`config.mk`:
```
export PLATFORM = sky130hd
export DESIGN_NAME = pc_unit
export DESIGN_NICKNAME = d
export VERILOG_FILES = /design/src/rtl/pc_unit.sv
export SDC_FILE = /design/constraint.sdc
export NUM_CORES = 1
export LEC_CHECK = 0
export CAP_MARGIN = 30
export CORE_ASPECT_RATIO = 1.25
export CORE_MARGIN = 2
export CORE_UTILIZATION = 40
export CTS_CLUSTER_SIZE = 25
export DETAILED_ROUTE_END_ITERATION = 10
export PLACE_DENSITY = 0.69
export SYNTH_ARGS = -nofsm -noshare
export SYNTH_HDL_FRONTEND = slang
export SYNTH_SLANG_ARGS = --single-unit
```
`constraint.sdc`:
```
create_clock -name clk -period 7.5 [get_ports clk]
set_input_delay 1.125 -clock clk [delete_from_list [all_inputs] [get_ports clk]]
set_output_delay 1.125 -clock clk [all_outputs]
set_load 0.02 [all_outputs]
```
`src/rtl/pc_unit.sv`:
```
// Program counter with priority-selected load/call/ret/branch/increment,
// a small return-address stack, page-cross detection and sticky stack errors.
module pc_unit #(
  parameter int          WIDTH       = 16,
  parameter int unsigned RESET_ADDR  = 0,
  parameter int          STACK_DEPTH = 4
) (
  input  logic             clk,
  input  logic             reset_n,
  input  logic [1:0]       inc,
  input  logic             load,
  input  logic [WIDTH-1:0] load_addr,
  input  logic             call,
  input  logic [WIDTH-1:0] call_addr,
  input  logic             ret,
  input  logic             branch,
  input  logic [7:0]       offset,
  input  logic             clear_err,
  output logic [WIDTH-1:0] pc,
  output logic             carry,
  output logic             page_cross,
  output logic             stack_empty,
  output logic             stack_full,
  output logic             overflow,
  output logic             underflow
);

  localparam int               IDX_W    = $clog2(STACK_DEPTH);
  localparam int               SP_W     = IDX_W + 1;
  localparam logic [WIDTH-1:0] RESET_PC = RESET_ADDR[WIDTH-1:0];
  localparam logic [SP_W-1:0]  FULL_SP  = SP_W'(STACK_DEPTH);

  logic [WIDTH-1:0] stack_mem [STACK_DEPTH];
  logic [SP_W-1:0]  sp;
  logic [SP_W-1:0]  sp_minus1;
  logic [IDX_W-1:0] wr_idx;
  logic [IDX_W-1:0] rd_idx;

  logic             sel_load;
  logic             sel_call;
  logic             sel_ret;
  logic             sel_branch;
  logic             sel_inc;
  logic             push_ok;
  logic             pop_ok;
  logic [WIDTH:0]   inc_sum;
  logic [WIDTH-1:0] offset_ext;
  logic [WIDTH-1:0] branch_target;
  logic             page_cross_next;
  logic [WIDTH-1:0] pc_next;

  // Exactly one operation wins each cycle; masked requests have no side effects.
  assign sel_load   = load;
  assign sel_call   = ~load & call;
  assign sel_ret    = ~load & ~call & ret;
  assign sel_branch = ~load & ~call & ~ret & branch;
  assign sel_inc    = ~(load | call | ret | branch);

  assign stack_empty = (sp == '0);
  assign stack_full  = (sp == FULL_SP);
  assign push_ok     = sel_call & ~stack_full;
  assign pop_ok      = sel_ret & ~stack_empty;

  assign sp_minus1 = sp - SP_W'(1);
  assign wr_idx    = sp[IDX_W-1:0];
  assign rd_idx    = sp_minus1[IDX_W-1:0];

  // One extra bit on the increment sum exposes the wrap for carry.
  assign inc_sum = {1'b0, pc} + (WIDTH + 1)'(inc);
  assign carry   = sel_inc & inc_sum[WIDTH];

  // Sign-extend the branch displacement without a zero-width replication at WIDTH=8.
  always_comb begin
    offset_ext      = offset[7] ? '1 : '0;
    offset_ext[7:0] = offset;
  end

  assign branch_target   = pc + offset_ext;
  assign page_cross_next = sel_branch & ((branch_target >> 8) != (pc >> 8));

  // Next program counter from the winning operation.
  always_comb begin
    pc_next = pc;
    if (sel_load) begin
      pc_next = load_addr;
    end else if (sel_call) begin
      pc_next = call_addr;
    end else if (sel_ret) begin
      if (!stack_empty) begin
        pc_next = stack_mem[rd_idx];
      end
    end else if (sel_branch) begin
      pc_next = branch_target;
    end else begin
      pc_next = inc_sum[WIDTH-1:0];
    end
  end

  // Counter, stack pointer and status flags; error set wins over clear_err.
  always_ff @(posedge clk or negedge reset_n) begin
    if (!reset_n) begin
      pc         <= RESET_PC;
      sp         <= '0;
      page_cross <= 1'b0;
      overflow   <= 1'b0;
      underflow  <= 1'b0;
    end else begin
      pc         <= pc_next;
      page_cross <= page_cross_next;
      if (push_ok) begin
        sp <= sp + SP_W'(1);
      end else if (pop_ok) begin
        sp <= sp_minus1;
      end
      if (sel_call && stack_full) begin
        overflow <= 1'b1;
      end else if (clear_err) begin
        overflow <= 1'b0;
      end
      if (sel_ret && stack_empty) begin
        underflow <= 1'b1;
      end else if (clear_err) begin
        underflow <= 1'b0;
      end
    end
  end

  // Return-address storage; entries above sp are don't-care so no reset is needed.
  always_ff @(posedge clk) begin
    if (push_ok) begin
      stack_mem[wr_idx] <= pc;
    end
  end

endmodule

```
==> flow_metrics.py, run 1 <==
metrics = {
    "synthesis": {
        "ys_top_cells_by_count": "64 x edfxtp_1, 33 x nor2_1, 32 x a21oi_1, 29 x nand2_1",
        "synthTopCellsByArea": "edfxtp_1 37%, dfrtp_1 11%, mux4_2 7.0%",
        "async_flop_share": 0.256,
        "yosysTopAreaCell": "edfxtp_1",
        "ys_ff_latch": 86,
        "synthMostInstantiatedCell": "edfxtp_1",
        "synth_nets": 521,
        "syn_avg_cell_area_um2": 11.5,
        "syn_inst": 447,
        "ys_warn_count": 0,
        "synthFlopType": "edfxtp_1",
        "synth_edf_count": 64,
        "ys_seq_area_frac": 0.481,
        "yosys.cell_types.count": 67,
        "synth.top_cell.area_share": 0.374,
        "synth_area_um2": 5140,
    },
    "critical_path": {
        "rrSetupSlack_ns": 4.27,
        "end_kind": "output pin",
        "start_kind": "input port",
        "cpMostUsedCell": "clkdlybuf4s50_1",
        "critical_path_class": "input port to output pin",
        "required_ns": 6.38,
        "reg2regPathDepth": 9,
        "crit_chain": "clkdlybuf4s50_1, ha_1, inv_1, fa_1, nand3b_1, nor3_1, nand4_1, nor4_1, clkdlybuf4s50_1",
        "path_buf_inv": 3,
        "worstPathArrival_ns": 4.30,
        "critical_path.top_delay_family": "simple AND/OR/NAND/NOR gates",
        "r2r_end": "page_cross",
        "cpPeakStageDelay_ns": 0.71,
        "rr_startpoint": "pc[0]",
        "cp_max_fo": 4,
        "slowest_stage": "clkdlybuf4s50_1",
    },
    "clock_network": {
        "cts_buffers": 9,
        "cts_buffer_depth": 2,
        "cts_resized": 0,
        "clock-root-buffer": "clkbuf_16",
        "postCtsSetupRepairBufs": 0,
        "cts.hold.buffers_added": 0,
        "cts_tree": "built",
        "clk_latency_ns": 0.34,
        "clkSinkCount": 86,
        "clk_pin_slew_ns": 0.06,
        "htreeDepth": 3,
    },
    "worst_hold_path": {
        "min_path_type": "register to register",
        "min_path_cells": 1,
        "worstHoldStart": "sp[2]",
        "hold_end": "sp[2]",
    },
    "floorplan": {
        "coreArea_um2": 12600,
        "die_area_um2": 13800,
        "pin_count": 71,
        "die_x_um": 105,
        "placement_rows": 46,
        "fp.dieH_um": 131,
        "initial_core_util": 0.408,
    },
    "routing": {
        "dr_total_vias": 3958,
        "avgViaCountPerCell": 5.79,
        "drc": 0,
        "firstDrtPassIters": 4,
        "drt_iter0_drc": 345,
        "routed_wl_mm": 13.7,
        "ant_nets": 0,
        "wl_per_cell_um": 20.0,
    },
    "timing": {
        "rsz0062_at_grt": "no",
        "finalSetupTns_ns": 0,
        "period_needed_ns": 5.43,
        "finClkSkew_ns": 0.00568,
        "worst_pin_slew_ns": 1.00,
        "fin_crit_sh": 0.724,
        "timing.fmax_mhz": 184,
        "slew_headroom": 0.331,
        "setup_viol": 0,
        "hold_viol": 0,
        "slew_violations": 0,
    },
    "pwr": {
        "pwr-share-clk": 0.257,
        "switching_share": 0.337,
        "power.total_uw": 1870,
        "p_comb_frac": 0.386,
        "power.share.sequential": 0.357,
        "vdd_drop_max_mv": 0.179,
        "power_leakage_uw": 0.00230,
        "intPower_uw": 1240,
        "p_switching_uw": 629,
        "powerDensity_nw_per_um2": 295,
    },
    "global_routing": {
        "first_global_vias": 4011,
        "grt_pass1_wl_mm": 21.6,
        "antenna_found_initial": 0,
        "grt_max_degree": 31,
        "grt-ovfl-total": 0,
        "grtUsageTotal": 0.208,
    },
    "placement": {
        "gp_congestion": 0.905,
        "portBuffers": 70,
        "hpwlAfterDp_mm": 9.69,
    },
    "layout": {
        "layout.nets": 585,
        "layout-drive-gt1-share": 0.103,
        "syn2layout_area_growth_pct": 23.0,
        "num_antenna_cells": 0,
    },
    "run_status": {
        "status": "completed",
    },
    "flow_run": {
        "max_cap_viol_count": 0,
    },
}
[worst max path at each step]
stage / start / to / slack, ns / cells after the start
6_report: inc[0] / carry / 2.07 / 9
3_3_place_gp: inc[0] / carry / 2.14 / 9
5_1_grt: inc[0] / carry / 1.96 / 9
2_1_floorplan: inc[0] / carry / 3.23 / 7
4_1_cts: inc[0] / carry / 2.09 / 9
3_5_place_dp: inc[0] / carry / 2.10 / 9
[registers in the layout, indices dropped and copies added (netlist names)]
signal and count:
stack_mem 64, pc 16, sp 3, page_cross 1
underflow 1, overflow 1
[routing by layer]
metal,part of all wire,track usage
met2,0.53,0.376
met1,0.40,0.254
met3,0.053,0.0322
met5,0,0
met4,0.016,0.0737
[placed cells by master (no fill, tap or decap), types with 6 or more instances in the layout]
master	instances
dfrtp_1	22
and2_1	6
a22oi_1	7
o211ai_1	6
a21oi_1	32
mux4_2	16
ha_1	23
edfxtp_1	64
xor2_1	9
clkdlybuf4s50_1	70
o21ai_0	23
inv_1	17
clkbuf_16	9
nor3_1	15
xnor2_1	18
nand3_1	10
nor2_1	33
a211oi_1	6
nand2_1	29
[stage by stage]
stage | area (um^2) | setup WS, ns | utilization | hold slack [ns] | std cells
finish | 6320 | 2.07 | 0.501 | 0.523 | 684
global route | 6320 | 1.96 | 0.501 | 0.544 | 684
CTS | 6320 | 2.09 | 0.501 | 0.509 | 684
detailed placement | 6000 | 2.10 | 0.476 | 0.503 | 668
global placement | 6000 | 2.14 | 0.476 | 0.482 | 668
floorplan | 5140 | 3.23 | - | 0.465 | 447
[worst register-to-register path: stages, from the launching register on]
cell and delay [ns]:
dfrtp_1 0.47, ha_1 0.27, fa_1 0.43, a211oi_1 0.30
nor4_1 0.13, nor3_2 0.30, xnor3_1 0.26, or4_4 0.54
o41ai_2 0.24, o211ai_1 0.14
[cell type report]
cell class	count	area, um^2
clock buffers	9	225
clock inverters	7	97.6
fillers	1071	6280
inverters	18	67.6
multi-input cells	321	2510
flip-flops and latches	86	2470
well taps	168	210
repair buffers	75	738
[cell families (layout without fill, tap and decap cells)]
logic type | after synthesis | in the layout | share of synthesized area
compound gates | 120 | 120 | 0.157
mux | 23 | 23 | 0.0845
buf+inv | 40 | 109 | 0.0304
fa+ha+maj | 25 | 25 | 0.0638
simple gates | 121 | 121 | 0.115
xor+xnor | 32 | 32 | 0.0682
flops | 86 | 86 | 0.481
[power groups by stage]
stage | registers, uW | logic [uW] | clock network [uW]
after floorplan | 668 | 498 | 0
after global placement | 667 | 708 | 0
after detailed placement | 674 | 716 | 0
after CTS | 665 | 724 | 482
after global routing | 674 | 784 | 502
final | 665 | 721 | 479
No activity file was read; power rests on OpenSTA's default activity.
==> run 2: changes to the inputs <==
- clock period: 7.5 -> 5.64 ns (I/O delays scaled with it)
==> run 2 against run 1 <==
Net effect:
- final cell count grew 0.15%
- non-clock buffer count grew 1
- sequential power grew 33%
- first-iteration DRC count shrank 10%
- register-to-register slack lost 1.8 ns
- largest cell class unchanged
==> flow_metrics.py, run 2 (synthesis gave the netlist of run 1 again) <==
metrics = {
    "routing": {
        "routed_wl_mm": 13.6,
        "drc": 0,
        "firstDrtPassIters": 8,
        "wl_per_cell_um": 19.9,
        "ant_nets": 0,
        "avgViaCountPerCell": 5.80,
        "drt_iter0_drc": 309,
        "dr_total_vias": 3970,
    },
    "timing": {
        "timing.fmax_mhz": 208,
        "hold_viol": 0,
        "rsz0062_at_grt": "no",
        "finalSetupTns_ns": 0,
        "finClkSkew_ns": 0.00912,
        "slew_headroom": 0.335,
        "period_needed_ns": 4.80,
        "slew_violations": 0,
        "setup_viol": 0,
        "fin_crit_sh": 0.851,
        "worst_pin_slew_ns": 0.998,
    },
    "layout": {
        "top_regs": "stack_mem: 64 flops, pc: 16 flops, sp: 3 flops",
        "syn2layout_area_growth_pct": 22.7,
        "mostFrequentLayoutCells": "70 x clkdlybuf4s50_1, 64 x edfxtp_1, 33 x nor2_1",
        "layout.nets": 586,
        "num_antenna_cells": 0,
        "regMostFlops": "stack_mem",
        "layout-drive-gt1-share": 0.104,
        "largest_reg_flops": 64,
        "mostFrequentLayoutCell": "clkdlybuf4s50_1",
    },
    "floorplan": {
        "coreArea_um2": 12600,
        "fp.dieH_um": 131,
        "die_area_um2": 13800,
        "initial_core_util": 0.408,
        "placement_rows": 46,
        "pin_count": 71,
        "die_x_um": 105,
    },
    "critical_path": {
        "worstPathArrival_ns": 3.95,
        "path_buf_inv": 3,
        "start_kind": "input port",
        "cp_max_fo": 4,
        "critical_path_class": "input port to output pin",
        "critical_path.top_delay_family": "simple AND/OR/NAND/NOR gates",
        "slowest_stage": "clkdlybuf4s50_1",
        "required_ns": 4.79,
        "rrSetupSlack_ns": 2.43,
        "end_kind": "output pin",
        "cpMostUsedCell": "clkdlybuf4s50_1",
        "crit_chain": "clkdlybuf4s50_1, ha_1, inv_1, fa_1, nand3b_1, nor3_1, nand4_1, nor4_1, clkdlybuf4s50_1",
        "cpPeakStageDelay_ns": 0.68,
    },
    "placement": {
        "portBuffers": 70,
        "gp_congestion": 0.868,
        "hpwlAfterDp_mm": 9.72,
    },
    "worst_hold_path": {
        "min_path_type": "register to register",
    },
    "clock_network": {
        "clkSinkCount": 86,
        "cts.hold.buffers_added": 0,
        "clk_latency_ns": 0.34,
        "clk_pin_slew_ns": 0.06,
        "htreeDepth": 3,
        "cts_tree": "built",
        "clock-root-buffer": "clkbuf_16",
        "cts_resized": 0,
        "postCtsSetupRepairBufs": 0,
        "cts_buffer_depth": 2,
        "cts_buffers": 9,
    },
    "run_status": {
        "status": "completed",
    },
    "global_routing": {
        "antenna_found_initial": 0,
        "grt-ovfl-total": 0,
        "grt_max_degree": 30,
        "grtUsageTotal": 0.202,
        "grt_pass1_wl_mm": 21.1,
        "first_global_vias": 3922,
    },
    "pwr": {
        "vdd_drop_max_mv": 0.201,
        "power_leakage_uw": 0.00228,
        "power.total_uw": 2420,
        "powerDensity_nw_per_um2": 384,
    },
    "flow_run": {
        "max_cap_viol_count": 0,
    },
}
run 2: path summary, 6_finish.rpt:
check	cells past startpoint	start	end
max	9	inc[0]	carry
min	1	sp[2]	sp[2]
max reg2reg	9	pc[0]	page_cross
min reg2reg	1	sp[2]	sp[2]
max in group asynchronous	2	reset_n	sp[2]
min in group asynchronous	2	reset_n	pc[3]
run 2: through the flow:
stage	cell area, um^2	hold slack, ns	instances	setup slack, ns	util
2_1_floorplan	5140	0.465	447	1.93	-
4_1_cts	6300	0.513	685	0.835	0.500
3_3_place_gp	6000	0.483	669	0.875	0.476
5_1_grt	6300	0.537	685	0.635	0.500
3_5_place_dp	6000	0.506	669	0.841	0.476
6_report	6300	0.510	685	0.839	0.500
run 2: area by class of cell:
type,instances,area (um^2)
Clock inverter,7,73.8
Fill cell,1105,6300
Multi-Input combinational cell,321,2510
Sequential cell,86,2470
Timing Repair Buffer,76,746
Tap cell,168,210
Inverter,18,67.6
Clock buffer,9,225
run 2: routing by layer:
| metal | global-route usage | up-vias | part of all wire |
|---|---|---|---|
| met3 | 0.0317 | 24 | 0.058 |
| li1 | - | 1834 | - |
| met2 | 0.352 | 160 | 0.51 |
| met5 | 0 | - | 0 |
| met1 | 0.257 | 1952 | 0.41 |
| met4 | 0.0729 | 0 | 0.023 |
run 2: power by group:
part	internal [uW]	total (uW)	switching, uW	leakage (uW)
logic	462	949	487	0.00130
registers	791	884	92.9	0.000849
clock network	343	589	246	0.000134
total	1600	2420	826	0.00228
